`src/rtl/hilo_muldiv_pkg.sv`:
```
// Shared definitions for the HI/LO multiply/divide unit: funct codes,
// FSM state encoding and small funct-decode helpers.
package hilo_muldiv_pkg;

    localparam int DEFAULT_WIDTH = 32;

    localparam logic [5:0] FUNCT_MFHI  = 6'h10;
    localparam logic [5:0] FUNCT_MTHI  = 6'h11;
    localparam logic [5:0] FUNCT_MFLO  = 6'h12;
    localparam logic [5:0] FUNCT_MTLO  = 6'h13;
    localparam logic [5:0] FUNCT_MULT  = 6'h18;
    localparam logic [5:0] FUNCT_MULTU = 6'h19;
    localparam logic [5:0] FUNCT_DIV   = 6'h1A;
    localparam logic [5:0] FUNCT_DIVU  = 6'h1B;

    typedef enum logic [1:0] {
        ST_IDLE = 2'd0,
        ST_CALC = 2'd1,
        ST_FIX  = 2'd2
    } md_state_e;

    // True for the four funct codes that start a multi-cycle operation.
    function automatic logic is_muldiv_funct(input logic [5:0] funct);
        logic hit;
        case (funct)
            FUNCT_MULT, FUNCT_MULTU, FUNCT_DIV, FUNCT_DIVU: hit = 1'b1;
            default:                                        hit = 1'b0;
        endcase
        return hit;
    endfunction

    // True for div/divu.
    function automatic logic is_div_funct(input logic [5:0] funct);
        return (funct == FUNCT_DIV) || (funct == FUNCT_DIVU);
    endfunction

    // True for the signed variants mult/div.
    function automatic logic is_signed_funct(input logic [5:0] funct);
        return (funct == FUNCT_MULT) || (funct == FUNCT_DIV);
    endfunction

endpackage

```
`src/rtl/hilo_muldiv_iter_core.sv`:
```
// Unsigned iterative datapath: shift-add multiply or restoring divide, one
// bit per step. The hi/lo accumulator pair is shared by both operations:
// multiply keeps {partial product, multiplier}, divide keeps
// {partial remainder, dividend/quotient}.
module muldiv_iter_core
    import hilo_muldiv_pkg::*;
#(
    parameter int WIDTH = DEFAULT_WIDTH
) (
    input  logic             clock,
    input  logic             reset,
    input  logic             load,
    input  logic             step,
    input  logic             is_div,
    input  logic [WIDTH-1:0] op_a,
    input  logic [WIDTH-1:0] op_b,
    output logic [WIDTH-1:0] acc_hi,
    output logic [WIDTH-1:0] acc_lo,
    output logic             last_iter
);

    localparam int CW = $clog2(WIDTH);

    logic [WIDTH-1:0] hi_r;
    logic [WIDTH-1:0] lo_r;
    logic [WIDTH-1:0] opnd_r;
    logic             is_div_r;
    logic [CW-1:0]    count_r;

    logic [WIDTH:0]   mul_sum_s;
    logic [WIDTH:0]   div_shift_s;
    logic [WIDTH+1:0] div_diff_s;
    logic [WIDTH-1:0] hi_next_s;
    logic [WIDTH-1:0] lo_next_s;

    // One iteration of either algorithm, selected by the latched op.
    always_comb begin
        mul_sum_s   = {1'b0, hi_r} + (lo_r[0] ? {1'b0, opnd_r} : {(WIDTH+1){1'b0}});
        div_shift_s = {hi_r, lo_r[WIDTH-1]};
        div_diff_s  = {1'b0, div_shift_s} - {2'b00, opnd_r};
        hi_next_s   = hi_r;
        lo_next_s   = lo_r;
        if (is_div_r) begin
            if (div_diff_s[WIDTH+1]) begin
                hi_next_s = div_shift_s[WIDTH-1:0];
                lo_next_s = {lo_r[WIDTH-2:0], 1'b0};
            end else begin
                hi_next_s = div_diff_s[WIDTH-1:0];
                lo_next_s = {lo_r[WIDTH-2:0], 1'b1};
            end
        end else begin
            hi_next_s = mul_sum_s[WIDTH:1];
            lo_next_s = {mul_sum_s[0], lo_r[WIDTH-1:1]};
        end
    end

    // Operand latch on load, then one accumulator update per step.
    always_ff @(posedge clock) begin
        if (reset) begin
            hi_r     <= {WIDTH{1'b0}};
            lo_r     <= {WIDTH{1'b0}};
            opnd_r   <= {WIDTH{1'b0}};
            is_div_r <= 1'b0;
            count_r  <= {CW{1'b0}};
        end else if (load) begin
            hi_r     <= {WIDTH{1'b0}};
            lo_r     <= is_div ? op_a : op_b;
            opnd_r   <= is_div ? op_b : op_a;
            is_div_r <= is_div;
            count_r  <= {CW{1'b0}};
        end else if (step) begin
            hi_r    <= hi_next_s;
            lo_r    <= lo_next_s;
            count_r <= count_r + CW'(1);
        end
    end

    assign acc_hi    = hi_r;
    assign acc_lo    = lo_r;
    assign last_iter = step && (count_r == CW'(WIDTH-1));

endmodule

```
`src/rtl/hilo_muldiv.sv`:
```
// Multi-cycle multiply/divide unit with architectural HI/LO registers.
// Owns the IDLE/CALC/FIX sequencing, sign handling and mthi/mtlo writes;
// the unsigned iteration lives in muldiv_iter_core.
module hilo_muldiv
    import hilo_muldiv_pkg::*;
#(
    parameter int WIDTH = DEFAULT_WIDTH
) (
    input  logic             clock,
    input  logic             reset,
    input  logic             Start,
    input  logic [5:0]       Function_opcode,
    input  logic [WIDTH-1:0] Read_data_1,
    input  logic [WIDTH-1:0] Read_data_2,
    input  logic             Mthi,
    input  logic             Mtlo,
    output logic [WIDTH-1:0] Hi_out,
    output logic [WIDTH-1:0] Lo_out,
    output logic             Busy,
    output logic             Done
);

    // Two's-complement negate of a WIDTH-bit value.
    function automatic logic [WIDTH-1:0] neg_w(input logic [WIDTH-1:0] v);
        return ~v + WIDTH'(1);
    endfunction

    // Two's-complement negate of a 2*WIDTH-bit value.
    function automatic logic [2*WIDTH-1:0] neg_2w(input logic [2*WIDTH-1:0] v);
        return ~v + (2*WIDTH)'(1);
    endfunction

    md_state_e        state_r;
    md_state_e        state_next_s;
    logic             busy_r;
    logic             done_r;
    logic [WIDTH-1:0] hi_r;
    logic [WIDTH-1:0] lo_r;

    logic             is_div_r;
    logic             div0_r;
    logic             neg_q_r;
    logic             neg_rem_r;
    logic [WIDTH-1:0] dividend_r;

    logic             start_ok_s;
    logic             op_div_s;
    logic             op_signed_s;
    logic             sign_a_s;
    logic             sign_b_s;
    logic [WIDTH-1:0] mag_a_s;
    logic [WIDTH-1:0] mag_b_s;
    logic             step_s;

    logic [WIDTH-1:0]   core_hi_s;
    logic [WIDTH-1:0]   core_lo_s;
    logic               core_last_s;
    logic [2*WIDTH-1:0] prod_s;
    logic [WIDTH-1:0]   res_hi_s;
    logic [WIDTH-1:0]   res_lo_s;

    assign start_ok_s  = (state_r == ST_IDLE) && Start && is_muldiv_funct(Function_opcode);
    assign op_div_s    = is_div_funct(Function_opcode);
    assign op_signed_s = is_signed_funct(Function_opcode);
    assign sign_a_s    = op_signed_s && Read_data_1[WIDTH-1];
    assign sign_b_s    = op_signed_s && Read_data_2[WIDTH-1];
    assign mag_a_s     = sign_a_s ? neg_w(Read_data_1) : Read_data_1;
    assign mag_b_s     = sign_b_s ? neg_w(Read_data_2) : Read_data_2;
    assign step_s      = (state_r == ST_CALC);

    muldiv_iter_core #(
        .WIDTH (WIDTH)
    ) u_core (
        .clock     (clock),
        .reset     (reset),
        .load      (start_ok_s),
        .step      (step_s),
        .is_div    (op_div_s),
        .op_a      (mag_a_s),
        .op_b      (mag_b_s),
        .acc_hi    (core_hi_s),
        .acc_lo    (core_lo_s),
        .last_iter (core_last_s)
    );

    // Next-state decode; a divide by zero skips the iterations entirely.
    always_comb begin
        state_next_s = state_r;
        case (state_r)
            ST_IDLE: begin
                if (start_ok_s) begin
                    if (op_div_s && (Read_data_2 == {WIDTH{1'b0}})) begin
                        state_next_s = ST_FIX;
                    end else begin
                        state_next_s = ST_CALC;
                    end
                end else begin
                    state_next_s = ST_IDLE;
                end
            end
            ST_CALC: begin
                if (core_last_s) begin
                    state_next_s = ST_FIX;
                end else begin
                    state_next_s = ST_CALC;
                end
            end
            ST_FIX:  state_next_s = ST_IDLE;
            default: state_next_s = ST_IDLE;
        endcase
    end

    // Sign correction of the unsigned core result into final HI/LO values.
    always_comb begin
        prod_s   = {core_hi_s, core_lo_s};
        res_hi_s = core_hi_s;
        res_lo_s = core_lo_s;
        if (div0_r) begin
            res_hi_s = dividend_r;
            res_lo_s = {WIDTH{1'b1}};
        end else if (is_div_r) begin
            res_lo_s = neg_q_r   ? neg_w(core_lo_s) : core_lo_s;
            res_hi_s = neg_rem_r ? neg_w(core_hi_s) : core_hi_s;
        end else begin
            if (neg_q_r) begin
                prod_s = neg_2w({core_hi_s, core_lo_s});
            end else begin
                prod_s = {core_hi_s, core_lo_s};
            end
            res_hi_s = prod_s[2*WIDTH-1:WIDTH];
            res_lo_s = prod_s[WIDTH-1:0];
        end
    end

    // State register with registered Busy/Done flags.
    always_ff @(posedge clock) begin
        if (reset) begin
            state_r <= ST_IDLE;
            busy_r  <= 1'b0;
            done_r  <= 1'b0;
        end else begin
            state_r <= state_next_s;
            busy_r  <= (state_next_s != ST_IDLE);
            done_r  <= (state_r == ST_FIX);
        end
    end

    // Latch operation kind and result-sign flags when a Start is accepted.
    always_ff @(posedge clock) begin
        if (reset) begin
            is_div_r   <= 1'b0;
            div0_r     <= 1'b0;
            neg_q_r    <= 1'b0;
            neg_rem_r  <= 1'b0;
            dividend_r <= {WIDTH{1'b0}};
        end else if (start_ok_s) begin
            is_div_r   <= op_div_s;
            div0_r     <= op_div_s && (Read_data_2 == {WIDTH{1'b0}});
            neg_q_r    <= sign_a_s ^ sign_b_s;
            neg_rem_r  <= sign_a_s;
            dividend_r <= Read_data_1;
        end
    end

    // Architectural HI/LO: written in FIX, or by mthi/mtlo while idle.
    always_ff @(posedge clock) begin
        if (reset) begin
            hi_r <= {WIDTH{1'b0}};
            lo_r <= {WIDTH{1'b0}};
        end else if (state_r == ST_FIX) begin
            hi_r <= res_hi_s;
            lo_r <= res_lo_s;
        end else if ((state_r == ST_IDLE) && !start_ok_s) begin
            if (Mthi) begin
                hi_r <= Read_data_1;
            end
            if (Mtlo) begin
                lo_r <= Read_data_1;
            end
        end
    end

    assign Hi_out = hi_r;
    assign Lo_out = lo_r;
    assign Busy   = busy_r;
    assign Done   = done_r;

endmodule

```
`config.mk`:
```
export PLATFORM = sky130hd
export DESIGN_NAME = hilo_muldiv
export DESIGN_NICKNAME = d
export VERILOG_FILES = /design/src/rtl/hilo_muldiv_pkg.sv /design/src/rtl/hilo_muldiv_iter_core.sv /design/src/rtl/hilo_muldiv.sv
export SDC_FILE = /design/constraint.sdc
export NUM_CORES = 1
export LEC_CHECK = 0
export BUFFER_PORTS_ARGS = -buffer_cell sky130_fd_sc_hd__buf_4
export CORE_ASPECT_RATIO = 0.6
export CORE_MARGIN = 2
export CORE_UTILIZATION = 30
export DETAILED_ROUTE_END_ITERATION = 6
export HOLD_SLACK_MARGIN = 0.03
export SLEW_MARGIN = 20
export SYNTH_ARGS = -nofsm -noshare
export SYNTH_HDL_FRONTEND = slang
export SYNTH_SLANG_ARGS = --single-unit
```
`constraint.sdc`:
```
create_clock -name clock -period 7.7 [get_ports clock]
set_input_delay 2.31 -clock clock [delete_from_list [all_inputs] [get_ports clock]]
set_output_delay 2.31 -clock clock [all_outputs]
set_load 0.05 [all_outputs]
```
==> run_results.csv, run 1 <==
group,metric,value,unit
layout,num-nets-final,2325,
synth,synth_edf_count,0,
synth,synthesis.area,15600,um^2
outcome,status,"finished clean",
clock_tree,post_cts_buffers,0,
timing,fmax,0.196,GHz
critical_path,endpoint_kind,"flip-flop",
worst_hold_path,hold_class,"flip-flop to flip-flop",
clock_tree,cts_root_buf,"clkbuf_16",
synth,synth-main-ff-cell,"dfxtp_1",
synth,synthTopCellsByCount,"nand2_1 (307), a21oi_1 (274), dfxtp_1 (205)",
worst_hold_path,min_from,"dividend_r[23]",
critical_path,rr_worst_depth,13,
placement,place.gp.congestion,0.974,
global_routing,first_global_vias,15429,
floorplanning,die_width,299,um
global_routing,grt_antenna_before_repair,4,
global_routing,grt_max_degree,70,
timing,worst_pin_slew,1.15,ns
clock_tree,cts-resized-gates,0,
clock_tree,clk_pin_slew,0.07,ns
clock_tree,cts_sinks,205,
synth,syn_inst,2153,
global_routing,grt_usage,24.2,%
floorplanning,coreArea,51200,um^2
drt,highest_layer,"met5",
run,cap_violations,0,
synth,synth-seq-area-share,26.2,%
layout,drive_gt1_share,10.4,%
floorplanning,die_area,54000,um^2
drt,wl_per_cell,23.4,um
power,vdd_drop_max,0.129,mV
clock_tree,cts_tree,"yes",
critical_path,cp_data_arrival_time,5.51,ns
critical_path,r2r-start,"u_core.acc_lo[0]",
drt,via_per_inst,5.85,
timing,setup_viol,0,
drt,via_count,16885,
synth,synth_top_area_cell,"dfxtp_1",
timing,fin_crit,5.10,ns
floorplanning,io_pins,141,
synth,synth.most_common_cell,"nand2_1",
synth,yosys_warnings,0,
worst_hold_path,holdPathStages,2,
timing,final-hold-violation-count,0,
synth,synth_fp_nets,2300,
critical_path,timing.rr.end,"u_core.acc_hi[28]",
timing,tns,0,ns
critical_path,path_class,"input pin to flip-flop",
global_routing,overflow,0,
clock_tree,cts_buffers,23,
synth,ys_top_cells_by_area,"dfxtp_1 (26%), a21oi_1 (8.8%), nand2_1 (7.4%), xnor2_1 (5.8%), ha_1 (5.6%)",
synth,ys_types,76,
drt,ant_nets,0,
clock_tree,cts_hold_buf,0,
worst_hold_path,min_to,"dividend_r[23]",
clock_tree,htree_num_levels,1,
drt,drt-met1-wl,32.3,mm
placement,dpl.hpwl,52.1,mm
drt,drt_iter0_markers,2284,
drt,dr_wl_met3,10.1,mm
critical_path,rrSetupSlack,3.26,ns
critical_path,critPathMaxFanout,21,
clock_tree,clk_latency,0.54,ns
drt,wl,67.7,mm
global_routing,grt_pass1_wl,100,mm
synth,yosysTopAreaCellShare,26.2,%
floorplanning,rows,64,
timing,skew,0.0173,ns
clock_tree,cts_buffer_depth,3,
critical_path,start_kind,"input pin",
drt,drc,0,
placement,io_buffers,140,
power,p_leak,6.76,nW
timing,grt_setup_unrepaired,"false",
synth,async_flop_share,0,%
critical_path,critPathRequiredTime,8.10,ns
layout,n_fill_cell,5478,
drt,wl_met2,23.7,mm
layout,final_util,34.9,%
power,power_density,167,nW/um^2
critical_path,cp-startpoint,"Function_opcode[2]",
synth,synth-seq-cells,205,
timing,report.final.slew_viol_count,0,
floorplanning,die_y,181,um
synth,avgSynthCellArea,7.26,um^2
layout,areaGrowthSynthToFinish,14.4,%
timing,max_slew_margin,22.4,%
drt,drt-pass1-iter-count,5,
floorplanning,initial_core_util,30.5,%
timing,fin_crit_sh,66.3,%
## power by group
part | internal (mW) | total [mW] | switching (mW)
clock | 0.625 | 1.13 | 0.507
sequential | 1.09 | 1.14 | 0.0419
combinational | 0.238 | 0.726 | 0.488
total | 1.96 | 3.00 | 1.04
## final cells by class
| cell class | instances | area, um^2 | area share, % |
|---|---|---|---|
| timing repair buffer | 163 | 1220 | 6.84 |
| inverter | 58 | 218 | 1.22 |
| multi-input combinational | 1727 | 10700 | 60.0 |
| sequential | 205 | 4110 | 23.0 |
| antenna | 1 | 2.50 | 0.0140 |
| clock inverter | 10 | 88.8 | 0.497 |
| clock buffer | 31 | 646 | 3.61 |
| tap | 693 | 867 | 4.85 |
## through the flow
step | worst slack (ns) | instance area [um^2] | hold WS [ns] | instances | power, mW
floorplan | 2.88 | 15600 | 0.432 | 2153 | 1.60
global placement | 2.18 | 17100 | 0.442 | 2846 | 1.86
detailed placement | 2.17 | 17100 | 0.446 | 2846 | 1.86
CTS | 2.70 | 17900 | 0.454 | 2887 | 2.98
global route | 2.39 | 17900 | 0.470 | 2888 | 3.10
finish | 2.60 | 17900 | 0.455 | 2888 | 3.00
## worst max path at each step
| stage | cells past startpoint | endpoint | slack (ns) |
|---|---|---|---|
| 2_1_floorplan | 11 | u_core.acc_lo[26] | 2.88 |
| 5_1_grt | 10 | u_core.opnd_r[28] | 2.39 |
| 6_report | 9 | u_core.opnd_r[25] | 2.60 |
| 3_3_place_gp | 10 | u_core.opnd_r[28] | 2.18 |
| 3_5_place_dp | 10 | u_core.opnd_r[28] | 2.17 |
| 4_1_cts | 10 | u_core.opnd_r[28] | 2.70 |
## flip-flops by register name, indices dropped and copies added, names as in the netlist
name and cells:
div0_r 1, dividend_r 32, Lo_out 32, neg_rem_r 1, Busy 1, neg_q_r 1, state_r 2, Done 1
u_core.count_r 5, u_core.acc_lo 32, u_core.opnd_r 32, Hi_out 32, is_div_r 1, u_core.acc_hi 32
## layer usage
metal  vias to the layer above  track usage [%]
met5                         -                0
met4                         4             5.48
met3                        88             9.13
met2                       928             29.6
met1                      8063             38.0
li1                       7802                -
## worst max-delay path, stage by stage
cell      delay [ns]
buf_4           0.11
nor4bb_1        0.92
nor2b_1         0.47
and2_1          0.76
o21ai_0         0.31
xor2_1          0.29
a21oi_1         0.11
o21ai_0         0.12
o31ai_1         0.10
## cell families (layout without fill, tap and decap cells)
logic type / count (synthesis) / after routing / synth area share [%]
AO/OA/AOI/OAI: 706 / 706 / 28.4
XOR/XNOR: 175 / 175 / 9.80
adder cells (fa/ha/maj): 72 / 72 / 5.86
buffers and inverters: 221 / 262 / 5.42
flip-flops: 205 / 205 / 26.2
multiplexers: 50 / 50 / 3.21
other: 0 / 1 / 0
AND/OR/NAND/NOR: 724 / 724 / 21.0
## layout by cell type, fill, tap and decap left out, drive strengths merged, types with 31 or more instances in the layout
cell / count
xnor2: 104
buf: 163
nand2: 307
clkbuf: 31
xor2: 71
nor2: 203
o21ai: 123
mux2i: 49
dfxtp: 205
ha: 70
o221ai: 44
nor3: 44
inv: 59
a21oi: 274
o211ai: 70
Note: power is estimated with default switching activity, not from simulation.
==> run 2, diff against run 1 <==
clock period = 5.16 ns   (was 7.7 ns; I/O delays follow)
==> run_results.csv, run 2 (synthesis gave the netlist of run 1 again) <==
group,metric,value,unit
clock_tree,post_cts_buffers,0,
drt,ant_nets,0,
global_routing,grt-busiest-layer,"met1",
global_routing,grt_usage,23.7,%
timing,grt_setup_unrepaired,"false",
timing,max_slew_margin,27.9,%
placement,io_buffers,140,
timing,fmax,0.239,GHz
timing,worst_pin_slew,1.08,ns
power,p_leak,6.87,nW
drt,drc,0,
timing,report.final.slew_viol_count,0,
timing,fin_crit_sh,80.9,%
clock_tree,cts_buffer_depth,3,
layout,areaGrowthSynthToFinish,15.6,%
floorplanning,initial_core_util,30.5,%
clock_tree,clk_latency,0.55,ns
placement,place.gp.congestion,0.979,
layout,num-nets-final,2343,
drt,wl,66.6,mm
drt,wl_per_cell,22.9,um
placement,dp.cells,2865,
clock_tree,cts_sinks,205,
global_routing,overflow,0,
floorplanning,die_area,54000,um^2
global_routing,use_met1,37.8,%
power,finalPower,4.56,mW
power,power_density,252,nW/um^2
global_routing,grt_max_degree,69,
power,vdd_drop_max,0.206,mV
layout,n_antenna_cell,0,
timing,setup_viol,0,
drt,drt_iter0_markers,2212,
critical_path,endpoint_kind,"flip-flop",
clock_tree,cts_hold_buf,0,
drt,via_per_inst,5.90,
global_routing,use_met2,30.4,%
timing,fin_crit,4.18,ns
layout,final_cell_mix,"nand2_1 (307), a21oi_1 (273), dfxtp_1 (204)",
global_routing,grt_pass1_wl,99.0,mm
timing,finalWorstSetupSlack,0.984,ns
layout,layout_commonest_cell,"nand2_1",
timing,tns,0,ns
floorplanning,die_width,299,um
clock_tree,htree_num_levels,1,
drt,via_count,17142,
clock_tree,clk_pin_slew,0.06,ns
critical_path,cp_data_arrival_time,4.54,ns
placement,dpl.hpwl,51.6,mm
run,cap_violations,0,
outcome,status,"finished clean",
critical_path,critPathMaxFanout,16,
global_routing,use_met3,8.19,%
worst_hold_path,hold_class,"flip-flop to flip-flop",
critical_path,critPathRequiredTime,5.53,ns
layout,drive_gt1_share,11.1,%
layout,final_cells,2905,
timing,skew,0.0199,ns
clock_tree,cts_tree,"yes",
floorplanning,io_pins,141,
clock_tree,cts_root_buf,"clkbuf_16",
floorplanning,die_y,181,um
global_routing,first_global_vias,15137,
floorplanning,coreArea,51200,um^2
floorplanning,rows,64,
critical_path,path_class,"flip-flop to flip-flop",
placement,pre_cts_ws,0.563,ns
global_routing,grt_antenna_before_repair,2,
clock_tree,cts_buffers,22,
clock_tree,cts-resized-gates,0,
timing,final-hold-violation-count,0,
drt,drt-pass1-iter-count,6,
critical_path,start_kind,"flip-flop",
==> run 2: through the flow <==
stage	util, %	hold WS [ns]	cell area (um^2)
after floorplan	-	0.432	15600
after global placement	33.7	0.443	17300
after detailed placement	33.7	0.443	17300
after CTS	35.2	0.452	18100
after global routing	35.3	0.463	18100
final	35.3	0.452	18100
==> run 2: layer usage <==
metal	wire [um]	share of wire, %
met2	24300	36
met5	13	0.020
met1	32000	48
met4	656	0.99
met3	9660	15
==> run 2: worst paths after layout <==
kind                    start                 to  slack [ns]  cells after the start
min reg2reg  u_core.opnd_r[4]   u_core.opnd_r[4]        0.45                      2
min          u_core.opnd_r[4]   u_core.opnd_r[4]        0.45                      2
max          u_core.acc_lo[0]  u_core.acc_hi[26]        0.98                     14
max reg2reg  u_core.acc_lo[0]  u_core.acc_hi[26]        0.98                     14
==> run 2: critical path, stage by stage, from the launching register on <==
cell	delay, ns
dfxtp_1	0.31
inv_1	0.57
nor2_1	0.19
ha_1	0.31
a21oi_1	0.24
nand4b_1	0.20
and2_1	0.21
o31ai_1	0.09
buf_4	0.16
a41oi_1	0.49
o21ai_0	0.32
a31o_2	0.35
a31oi_1	0.20
xor2_1	0.24
a21oi_1	0.12
==> run 2: layout make-up <==
class	instances	area, um^2
Sequential cell	205	4110
Clock buffer	31	636
Timing Repair Buffer	182	1380
Fill cell	5452	33200
Tap cell	693	867
Multi-Input combinational cell	1727	10700
Inverter	58	218
Clock inverter	9	133
==> run 2: where the power goes <==
part | total [mW] | leakage (nW) | switching, mW | internal, mW
clock network | 1.78 | 0.370 | 0.766 | 1.02
registers | 1.69 | 1.67 | 0.0607 | 1.63
logic | 1.08 | 4.84 | 0.712 | 0.369
total | 4.56 | 6.87 | 1.54 | 3.02
